**config.mk**
```make
export PLATFORM = sky130hd
export DESIGN_NAME = ax_br_update_queue
export DESIGN_NICKNAME = d
export VERILOG_FILES = /design/src/rtl/ax_br_update_queue.sv
export SDC_FILE = /design/constraint.sdc
export NUM_CORES = 1
export LEC_CHECK = 0
export CORE_AREA = 4 4 244 246
export DETAILED_ROUTE_END_ITERATION = 7
export DIE_AREA = 0 0 248 250
export PLACE_DENSITY = 0.7
export SETUP_SLACK_MARGIN = 0.4
export SLEW_MARGIN = 20
export SYNTH_ARGS = -nofsm -noshare
export SYNTH_HDL_FRONTEND = slang
export SYNTH_SLANG_ARGS = --single-unit
```
**constraint.sdc**
```tcl
create_clock -name clk -period 13.4 [get_ports clk]
set_input_delay 1.34 -clock clk [delete_from_list [all_inputs] [get_ports clk]]
set_output_delay 1.34 -clock clk [all_outputs]
set_load 0.005 [all_outputs]
```
**src/rtl/ax_br_update_queue.sv**
```systemverilog
// Collects taken approximate-branch results from IntEx lanes and queues them for the AX BTB write port.
// Latency: an entry pushed at edge N is at the head from cycle N+1; there is no bypass path.
// Backpressure: upd_valid/upd_ready handshake at the head; candidates beyond free slots are dropped and counted.
module ax_br_update_queue #(
  parameter int ISSUE_W = 2,
  parameter int DEPTH   = 8,
  parameter int ADDR_W  = 32
) (
  input  logic                      clk,
  input  logic                      rst,
  input  logic [ISSUE_W-1:0]        br_valid,
  input  logic [ISSUE_W-1:0]        br_taken,
  input  logic [ISSUE_W-1:0]        br_is_ax,
  input  logic [ISSUE_W-1:0]        br_is_cond,
  input  logic [ISSUE_W*ADDR_W-1:0] br_addr,
  input  logic [ISSUE_W*ADDR_W-1:0] br_next,
  input  logic                      flush,
  output logic                      upd_valid,
  input  logic                      upd_ready,
  output logic [ADDR_W-1:0]         upd_br_addr,
  output logic [ADDR_W-1:0]         upd_next_addr,
  output logic                      upd_is_cond,
  output logic [$clog2(DEPTH):0]    count,
  output logic                      full,
  output logic [15:0]               drop_count
);

  localparam int PTR_W   = $clog2(DEPTH);
  localparam int CNT_W   = PTR_W + 1;
  localparam int LANE_CW = $clog2(ISSUE_W + 1);

  typedef struct packed {
    logic [ADDR_W-1:0] brAddr;
    logic [ADDR_W-1:0] nextAddr;
    logic              isCond;
  } brEntryT;

  brEntryT            mem [DEPTH];
  logic [PTR_W-1:0]   head;
  logic [PTR_W-1:0]   tail;
  logic [CNT_W-1:0]   occ;
  logic [15:0]        drops;

  logic [ISSUE_W-1:0] cand;
  logic [ISSUE_W-1:0] survive;
  logic [ISSUE_W-1:0] wrEn;
  logic [PTR_W-1:0]   wrIdx [ISSUE_W];
  logic [CNT_W-1:0]   freeSlots;
  logic [CNT_W-1:0]   pushN;
  logic [LANE_CW-1:0] dropN;
  logic               pop;
  logic [16:0]        dropSum;
  brEntryT            headEntry;

  assign upd_valid     = (occ != '0);
  assign pop           = upd_valid & upd_ready;
  assign headEntry     = mem[head];
  assign upd_br_addr   = upd_valid ? headEntry.brAddr   : '0;
  assign upd_next_addr = upd_valid ? headEntry.nextAddr : '0;
  assign upd_is_cond   = upd_valid ? headEntry.isCond   : 1'b0;
  assign count         = occ;
  assign full          = (occ == CNT_W'(DEPTH));
  assign drop_count    = drops;
  assign freeSlots     = CNT_W'(DEPTH) - occ + CNT_W'(pop);
  assign dropSum       = {1'b0, drops} + 17'(dropN);

  // Candidate filtering (youngest lane wins on equal PC) and in-order slot allocation
  always_comb begin
    cand    = br_valid & br_taken & br_is_ax;
    survive = '0;
    wrEn    = '0;
    pushN   = '0;
    dropN   = '0;
    for (int i = 0; i < ISSUE_W; i++) begin
      wrIdx[i]   = tail + pushN[PTR_W-1:0];
      survive[i] = cand[i];
      for (int j = i + 1; j < ISSUE_W; j++) begin
        if (cand[j] && (br_addr[j*ADDR_W +: ADDR_W] == br_addr[i*ADDR_W +: ADDR_W]))
          survive[i] = 1'b0;
      end
      if (survive[i] && !flush) begin
        if (pushN < freeSlots) begin
          wrEn[i] = 1'b1;
          pushN   = pushN + CNT_W'(1);
        end else begin
          dropN = dropN + LANE_CW'(1);
        end
      end
    end
  end

  // Entry storage; contents are meaningless outside head..tail so no reset
  always_ff @(posedge clk) begin
    for (int i = 0; i < ISSUE_W; i++) begin
      if (wrEn[i]) begin
        mem[wrIdx[i]] <= '{brAddr:   br_addr[i*ADDR_W +: ADDR_W],
                           nextAddr: br_next[i*ADDR_W +: ADDR_W],
                           isCond:   br_is_cond[i]};
      end
    end
  end

  // Pointers, occupancy and saturating drop counter; flush overrides push/pop
  always_ff @(posedge clk or negedge rst) begin
    if (!rst) begin
      head  <= '0;
      tail  <= '0;
      occ   <= '0;
      drops <= '0;
    end else if (flush) begin
      head  <= '0;
      tail  <= '0;
      occ   <= '0;
    end else begin
      tail  <= tail + pushN[PTR_W-1:0];
      head  <= head + PTR_W'(pop);
      occ   <= occ + pushN - CNT_W'(pop);
      drops <= dropSum[16] ? 16'hFFFF : dropSum[15:0];
    end
  end

endmodule

```
==> results of run 1 <==
## how the worst max path moves through the flow
stage           startpoint    endpoint  cells past startpoint
2_1_floorplan    upd_ready   mem[4][0]                      8
3_3_place_gp   br_addr[33]   mem[1][6]                     13
3_5_place_dp   br_addr[33]  mem[1][18]                     13
4_1_cts        br_addr[33]  mem[1][20]                     13
5_1_grt        br_addr[33]  mem[1][18]                     13
6_report       br_addr[33]  mem[1][11]                     13
## power by group through the flow
| stage | Sequential (uW) | Clock, uW | Combinational [uW] |
|---|---|---|---|
| final | 1960 | 1500 | 1250 |
| after global routing | 1970 | 1600 | 1350 |
| after CTS | 1970 | 1530 | 1270 |
| after detailed placement | 2000 | 0 | 1260 |
| after global placement | 2000 | 0 | 1250 |
| after floorplan | 1960 | 0 | 735 |
## flip-flops by register name, summed over array words and instances, names as in the netlist
| register | count |
|---|---|
| tail | 3 |
| drop_count | 16 |
| head | 3 |
| count | 4 |
| mem | 520 |
## worst register-to-register path: stages, from the launching register on
cell      delay (ps)
dfrtp_1          390
inv_1            150
ha_1             160
and2_2           140
inv_1             50
nand2_1           90
ha_1             180
inv_1             50
ha_1             180
or3_1            320
a21oi_1          510
a221o_1          820
inv_1            170
ha_1             240
ha_1             320
nand2b_1         250
a211oi_4         280
buf_4            430
buf_4            780
mux2_2           460
## stage by stage
step,hold WS (ps),worst slack [ps],std cells,cell area [sq um]
after floorplan,482,3460,1726,28400
after global placement,482,6130,2578,31200
after detailed placement,493,5970,2578,31200
after CTS,505,6620,2684,32900
after global routing,547,6310,2689,33000
final,510,6530,2692,33000
## placed cells by master (no fill, tap or decap), drive strengths merged, types with 8 or more instances in the layout
cell type        n
a21oi            9
buf             34
clkbuf          73
clkdlybuf4s50  226
clkinv          29
dfrtp           26
diode            8
edfxtp         520
ha              18
inv             19
mux2           522
mux2i           66
mux4           130
nand2           26
nor2            76
nor4             8
o21ai           11
xnor2           18
xor2            24
## logic make-up after synthesis
logic type	count (synthesis)	synth area share
flops	546	0.572
mux	718	0.333
simple gates	159	0.0268
xor+xnor	42	0.0129
buf+inv	191	0.0333
fa+ha+maj	21	0.0100
compound gates	49	0.0122
## cell type report
| type | count | share of cell area |
|---|---|---|
| tap | 765 | 0.0290 |
| clock inverter | 33 | 0.00547 |
| inverter | 18 | 0.00205 |
| antenna | 8 | 0.000607 |
| sequential | 546 | 0.494 |
| multi-input combinational | 989 | 0.345 |
| clock buffer | 73 | 0.0476 |
| timing repair buffer | 260 | 0.0769 |
## layer usage
layer,global-route usage,vias up,share of wire
met3,0.0436,98,0.061
li1,-,7107,-
met1,0.329,8545,0.42
met2,0.399,454,0.50
met5,0,-,0.0015
met4,0.0543,18,0.016
==> metrics.cfg, run 1 <==
[run_status]
status = completed

[layout]
postLayoutCoreUtil = 0.575
layout-drive-gt1-share = 0.270
area_delta_synth_final_pct = 15.9
regArea_sq_mm = 0.0163
final_nets = 2034
nFillCells = 4421
multiInputGateArea_sq_mm = 0.0114

[clock_tree]
cts.sinks = 546
clk_latency_ps = 610
cts_hold_buf = 0
path_clk_slew_ps = 60
cts_tree = built
cts_htree_levels = 2
root_buffer = clkbuf_16
numCtsBuffers = 58
post_cts_resized = 0
ctsLongestPathBuffers = 3
cts_setup_buffers = 0

[floorplanning]
rows = 88
initial_core_util = 0.496
fp.dieH_microns = 250
die-width_microns = 248
top_level_ports = 227
core_area_sq_mm = 0.0574
dieArea_sq_mm = 0.0620

[routing]
wl_per_cell_microns = 27.4
num_vias = 16200
via_per_inst = 6.03
drtAntennaViolNets = 0
routed_wl_microns = 73800
first_pass_iters = 5
drcViolationCount = 0
drt_iter0_drc = 1443

[pwr]
p_sw_uw = 1290
switching_share = 0.273
clock_power_share = 0.318
cellLeakagePower_uw = 0.0106
power_uw = 4710
intPower_uw = 3430
p_seq_frac = 0.416
p_per_area_mw_per_mm2 = 143
p_comb_frac = 0.265
irDropWorstVdd_v = 0.000239

[synth]
synth_area_leaders = edfxtp_1 (55%), mux2_1 (11%), mux4_2 (10%)
synth_top_area_cell = edfxtp_1
yosys_register_bits = 546
yosysWarnings = 0
synth-main-ff-cell = edfxtp_1
synth_most_common_cell = edfxtp_1
ys_seq_area_frac = 0.572
syn_nets = 1887
synth_area_sq_mm = 0.0284
synthTopCellsByCount = edfxtp_1 (520), mux2_1 (269), mux2_2 (253)
postSynthCellCount = 1726
asyncSetResetFlopFracSynth = 0.0476
avgSynthCellArea_sq_um = 16.5
ys_types = 48
synthDominantCellAreaShare = 0.549
synth-edff-count = 520

[timing]
period_needed_ps = 6870
relSlewSlack = 0.308
timing_worst_slew_pin_value_ps = 1040
hold_viol = 0
period_share = 0.512
setup_tns_ps = 0
fin_skew_ps = 17.7
finalSetupViolations = 0
max_clock_freq_mhz = 146
grt_setup_unrepaired = no
drv_slew = 0

[worst_hold_path]
hp-start = drop_count[10]
hold_depth = 1
min_delay_worst_endpoint = drop_count[10]
hp-class = register to register

[job]
drv_cap = 0

[grt]
first_global_vias = 17200
grt_remaining_overflow = 0
grt_pass1_wl_microns = 111000
antenna_found_initial = 17
grt_start_max_net_pins = 100
grt.total_usage = 0.239

[critical_path]
r2r_start = count[2]
rr_endpoint = mem[1][11]
crit_buf_inv = 4
crit_slowest_cell = a221o_1
max_stage_delay_ps = 800
critical_path.max_fanout = 41
arrival_ps = 7220
rrSetupSlack_ps = 7190
start_kind = input port
reg2reg_depth = 19
end_kind = register
crit_chain = clkdlybuf4s50_1 > xnor2_1 > or4b_2 > nor4_1 > a221o_1 > inv_1 > ha_1 > ha_1 > nand2b_1 > a211oi_4 > buf_4 > buf_4 > mux2_2
critPathTopFamily = buffers and inverters
crit_required_ps = 13750
critPathKind = input port to register

[placed_design]
dp_hpwl_microns = 42800
io_buffers = 226
finalWeightedCongestion = 0.819

Note: power is estimated with default switching activity, not from simulation.
==> inputs of run 2 (changes only) <==
- PLACE_DENSITY: 0.7 -> 0.72
- clock period: 13.4 -> 5.59 ns (I/O delays scaled with it)
==> metrics.cfg, run 2 (same netlist as run 1, synthesis figures left out) <==
[placed_design]
io_buffers = 226
dp.cells = 2608
dp_hpwl_microns = 45400
finalWeightedCongestion = 0.820

[critical_path]
max_stage_delay_ps = 510
crit_required_ps = 5870
crit_path_frequent_cell = ha_1
crit_slowest_cell = buf_4
rr_endpoint = mem[0][28]
crit_chain = inv_1 > ha_1 > and2_4 > inv_1 > nand2_1 > ha_1 > inv_1 > ha_1 > or3_1 > a21oi_2 > a221o_1 > inv_1 > ha_1 > ha_1 > xnor2_1 > o211ai_1 > o41ai_4 > buf_4
critical_path.max_fanout = 19
rrSetupSlack_ps = 880
end_kind = register
start_kind = register
crit_start = count[2]
critPathKind = register to register
r2r_start = count[2]
cp-endpoint = mem[0][28]
reg2reg_depth = 18
arrival_ps = 4990

[floorplanning]
die-width_microns = 248
dieArea_sq_mm = 0.0620
rows = 88
fp.dieH_microns = 250
core_area_sq_mm = 0.0574
initial_core_util = 0.496
top_level_ports = 227

[timing]
drv_slew = 0
finalSetupViolations = 0
max_clock_freq_mhz = 212
period_share = 0.843
hold_viol = 0
fin_skew_ps = 21.5
relSlewSlack = 0.214
grt_setup_unrepaired = no
setup_tns_ps = 0
timing_worst_slew_pin_value_ps = 1180
period_needed_ps = 4710

[grt]
busiest_layer = met2
grt_use_met1 = 0.337
use_met3 = 0.0459
grt_remaining_overflow = 0
grt_pass1_wl_microns = 115000
grt.total_usage = 0.248
antenna_found_initial = 13
grt_start_max_net_pins = 66
first_global_vias = 17600
gr-usage-met2 = 0.412

[clock_tree]
ctsLongestPathBuffers = 3
cts_htree_levels = 2
path_clk_slew_ps = 60
cts_tree = built
clk_latency_ps = 630
cts_setup_buffers = 0
root_buffer = clkbuf_16
cts.sinks = 546
numCtsBuffers = 59

[routing]
first_pass_iters = 5
drcViolationCount = 0
wl_per_cell_microns = 28.2
drtAntennaViolNets = 0
via_per_inst = 6.05
routed_wl_microns = 76900
drt_iter0_drc = 1304
num_vias = 16500

[layout]
largest_reg_flops = 520
final_nets = 2065
layout_common_cells = edfxtp_1 (520), mux2_1 (269), mux2_2 (253)
area_delta_synth_final_pct = 19.0
layout-drive-gt1-share = 0.284
final_common_cell = edfxtp_1
postLayoutCoreUtil = 0.590
layoutNonFillerInstCount = 2724

[run_status]
status = completed

[pwr]
irDropWorstVdd_v = 0.000457
power_uw = 11900
p_per_area_mw_per_mm2 = 352
cellLeakagePower_uw = 0.0109

[worst_hold_path]
hp-class = input port to asynchronous set/reset pin

[job]
drv_cap = 0

[run 2: changes by cell type in the layout (fill, tap and decap cells not counted), sizes merged]
cell	delta
clkbuf	-4
diode	-2
bufinv	+10
clkinv	-4
buf	+30
inv	+2
[run 2: power breakdown]
part | internal [uW] | switching (uW) | total (uW)
Clock | 2450 | 1650 | 4090
Sequential | 4570 | 188 | 4760
Combinational | 1680 | 1390 | 3070
Total | 8700 | 3230 | 11900
[run 2: critical path: cells and delay by family (launching register included)]
family,cells,cell delay [ps]
adders and majority gates,5,990
and+or+nand+nor,3,560
xor gates and xnor gates,1,420
AOI/OAI and AO/OA,4,1140
DFF,1,400
buffers and inverters,5,820
[run 2: worst min-delay path by stage]
stage | start | end | slack (ps) | cells past startpoint
finish | rst | drop_count[14] | 310 | 2
global route | rst | drop_count[14] | 340 | 2
CTS | rst | drop_count[14] | 300 | 2
detailed placement | drop_count[10] | drop_count[10] | 510 | 1
global placement | drop_count[10] | drop_count[10] | 500 | 1
floorplan | rst | count[0] | 260 | 0
[run 2: per-layer routing]
metal | vias up | part of all wire | wire length [microns]
met5 | - | 0.00099 | 76
met1 | 8616 | 0.41 | 31900
met4 | 12 | 0.026 | 1980
met2 | 540 | 0.49 | 37800
met3 | 142 | 0.068 | 5200
li1 | 7160 | - | -
[run 2: cell type report]
| class | count | area [sq um] |
|---|---|---|
| fillers | 4311 | 23500 |
| flip-flops and latches | 546 | 16300 |
| multi-input cells | 989 | 11400 |
| repair buffers | 290 | 3140 |
| clock buffers | 69 | 1520 |
| well taps | 765 | 957 |
| clock inverters | 41 | 482 |
| inverters | 18 | 67.6 |
| diodes | 6 | 15.0 |
[run 2: metrics by stage]
| stage | hold WS, ps | cell area (sq um) | worst slack [ps] |
|---|---|---|---|
| 2_1_floorplan | 263 | 28500 | 260 |
| 3_3_place_gp | 498 | 31800 | 271 |
| 3_5_place_dp | 511 | 31800 | 279 |
| 4_1_cts | 300 | 33800 | 623 |
| 5_1_grt | 340 | 33900 | 495 |
| 6_report | 309 | 33900 | 880 |
[run 2: repair_timing]
| item | 4_1_cts | 5_1_grt |
|---|---|---|
| endpoints found under the hold margin | 0 | 0 |
| gates resized for setup | 0 | 2 |
| hold buffers | 0 | 0 |
| endpoints found under the setup margin | 0 | 141 |
==> inputs of run 3 (changes only) <==
- clock period: 5.59 -> 3.95 ns (I/O delays scaled with it)
==> metrics.cfg, run 3 (same netlist as run 1, synthesis figures left out) <==
[timing]
hold_viol = 0
grt_setup_unrepaired = yes
relSlewSlack = 0.264
finalSetupViolations = 917
drv_slew = 0
timing_worst_slew_pin_value_ps = 1100
period_needed_ps = 4110
postLayoutSetupSlackWorst_ps = -164
period_share = 1.04
setup_tns_ps = -71080
fin_skew_ps = 32.8
max_clock_freq_mhz = 243

[routing]
num_vias = 18000
wl_per_cell_microns = 28.5
drtAntennaViolNets = 0
first_pass_iters = 5
drt_iter0_drc = 1723
routed_wl_microns = 85200
via_per_inst = 6.02
drcViolationCount = 0

[grt]
grt_use_met1 = 0.346
grt_remaining_overflow = 0
antenna_found_initial = 10
busiest_layer = met2
grt_pass1_wl_microns = 119000
grt_start_max_net_pins = 66
gr-usage-met2 = 0.430
use_met3 = 0.0502
first_global_vias = 18300
grt.total_usage = 0.257

[layout]
layoutNonFillerInstCount = 2986
postLayoutCoreUtil = 0.664
layout_common_cells = edfxtp_1 (520), clkdlybuf4s50_1 (222), mux2_2 (211)
largest_reg_flops = 520
area_delta_synth_final_pct = 34.0
layout-drive-gt1-share = 0.432
final_nets = 2333
final_common_cell = edfxtp_1

[critical_path]
rr_endpoint = drop_count[9]
end_kind = register
rrSetupSlack_ps = -160
arrival_ps = 4660
crit_start = count[2]
cp-endpoint = drop_count[9]
r2r_start = count[2]
critPathKind = register to register
reg2reg_depth = 23
critical_path.max_fanout = 6
crit_required_ps = 4490
start_kind = register

[clock_tree]
cts.sinks = 546
cts_tree = built
ctsLongestPathBuffers = 3
root_buffer = clkbuf_16
numCtsBuffers = 57
clk_latency_ps = 630
cts_htree_levels = 2
path_clk_slew_ps = 60

[placed_design]
dp.cells = 2768
finalWeightedCongestion = 0.843
io_buffers = 226
dp_hpwl_microns = 49800

[worst_hold_path]
hp-class = input port to asynchronous set/reset pin

[floorplanning]
dieArea_sq_mm = 0.0620
fp.dieH_microns = 250
rows = 88
die-width_microns = 248
core_area_sq_mm = 0.0574
top_level_ports = 227
initial_core_util = 0.496

[pwr]
irDropWorstVdd_v = 0.000433
p_per_area_mw_per_mm2 = 444
cellLeakagePower_uw = 0.0131

[job]
drv_cap = 0

[run_status]
status = finished with violations
violations = negative setup slack

==> run 3: final cells by class <==
cell class	instances	area, sq um
sequential	546	16300
clock inverter	26	272
tap	765	957
inverter	18	70.1
antenna	8	20.0
clock buffer	74	1510
multi-input combinational	990	12200
timing repair buffer	559	6800
fill	3760	19200
==> run 3: per-stage QoR <==
step | setup WS (ps) | total power [uW] | area, sq um | hold slack (ps)
6_report | -164 | 16900 | 38100 | 284
3_5_place_dp | -1100 | 11500 | 33600 | 502
3_3_place_gp | -1050 | 11400 | 33600 | 491
5_1_grt | -305 | 17600 | 38100 | 305
4_1_cts | -125 | 16900 | 36500 | 332
2_1_floorplan | -901 | 9210 | 28700 | 99.4
==> run 3: how the worst min path moves through the flow <==
stage | slack [ps] | cells past startpoint | start | end
CTS | 330 | 1 | rst | tail[1]
global placement | 490 | 1 | drop_count[10] | drop_count[10]
detailed placement | 500 | 1 | drop_count[10] | drop_count[10]
finish | 280 | 2 | rst | count[2]
global route | 310 | 2 | rst | tail[1]
floorplan | 100 | 0 | rst | count[0]
==> run 3: critical path, cell delays in order, from the launching register on <==
cell      delay, ps
dfrtp_1         380
inv_2            80
ha_4            120
and2_4          150
inv_4            40
nand2_4          70
ha_4            150
inv_2            40
ha_4            150
or3_4           340
a21oi_4         180
buf_6           120
a21boi_4        200
ha_4            160
nand2_4          50
o31ai_4          80
ha_2            220
inv_2            50
fa_2            390
nor4b_2         210
buf_4           150
nand4_1         160
or3_4           430
o21ai_1          90
==> run 3: repair_timing <==
item,4_1_cts,5_1_grt
endpoints found under the hold margin,0,18
setup endpoints to repair,1111,1120
hold buffers,0,1
cloned,12,33
pin swaps,19,15
buffers inserted,32,32
resized for setup,137,133
==> run 3: routing by layer <==
layer | share of wire | vias to the layer above
met4 | 0.029 | 4
li1 | - | 7702
met2 | 0.49 | 766
met5 | 0.00035 | -
met1 | 0.40 | 9362
met3 | 0.078 | 153
==> run 3: power breakdown <==
part           switching, uW  internal (uW)
registers                173           6480
logic                   2230           2800
clock network           2250           3010
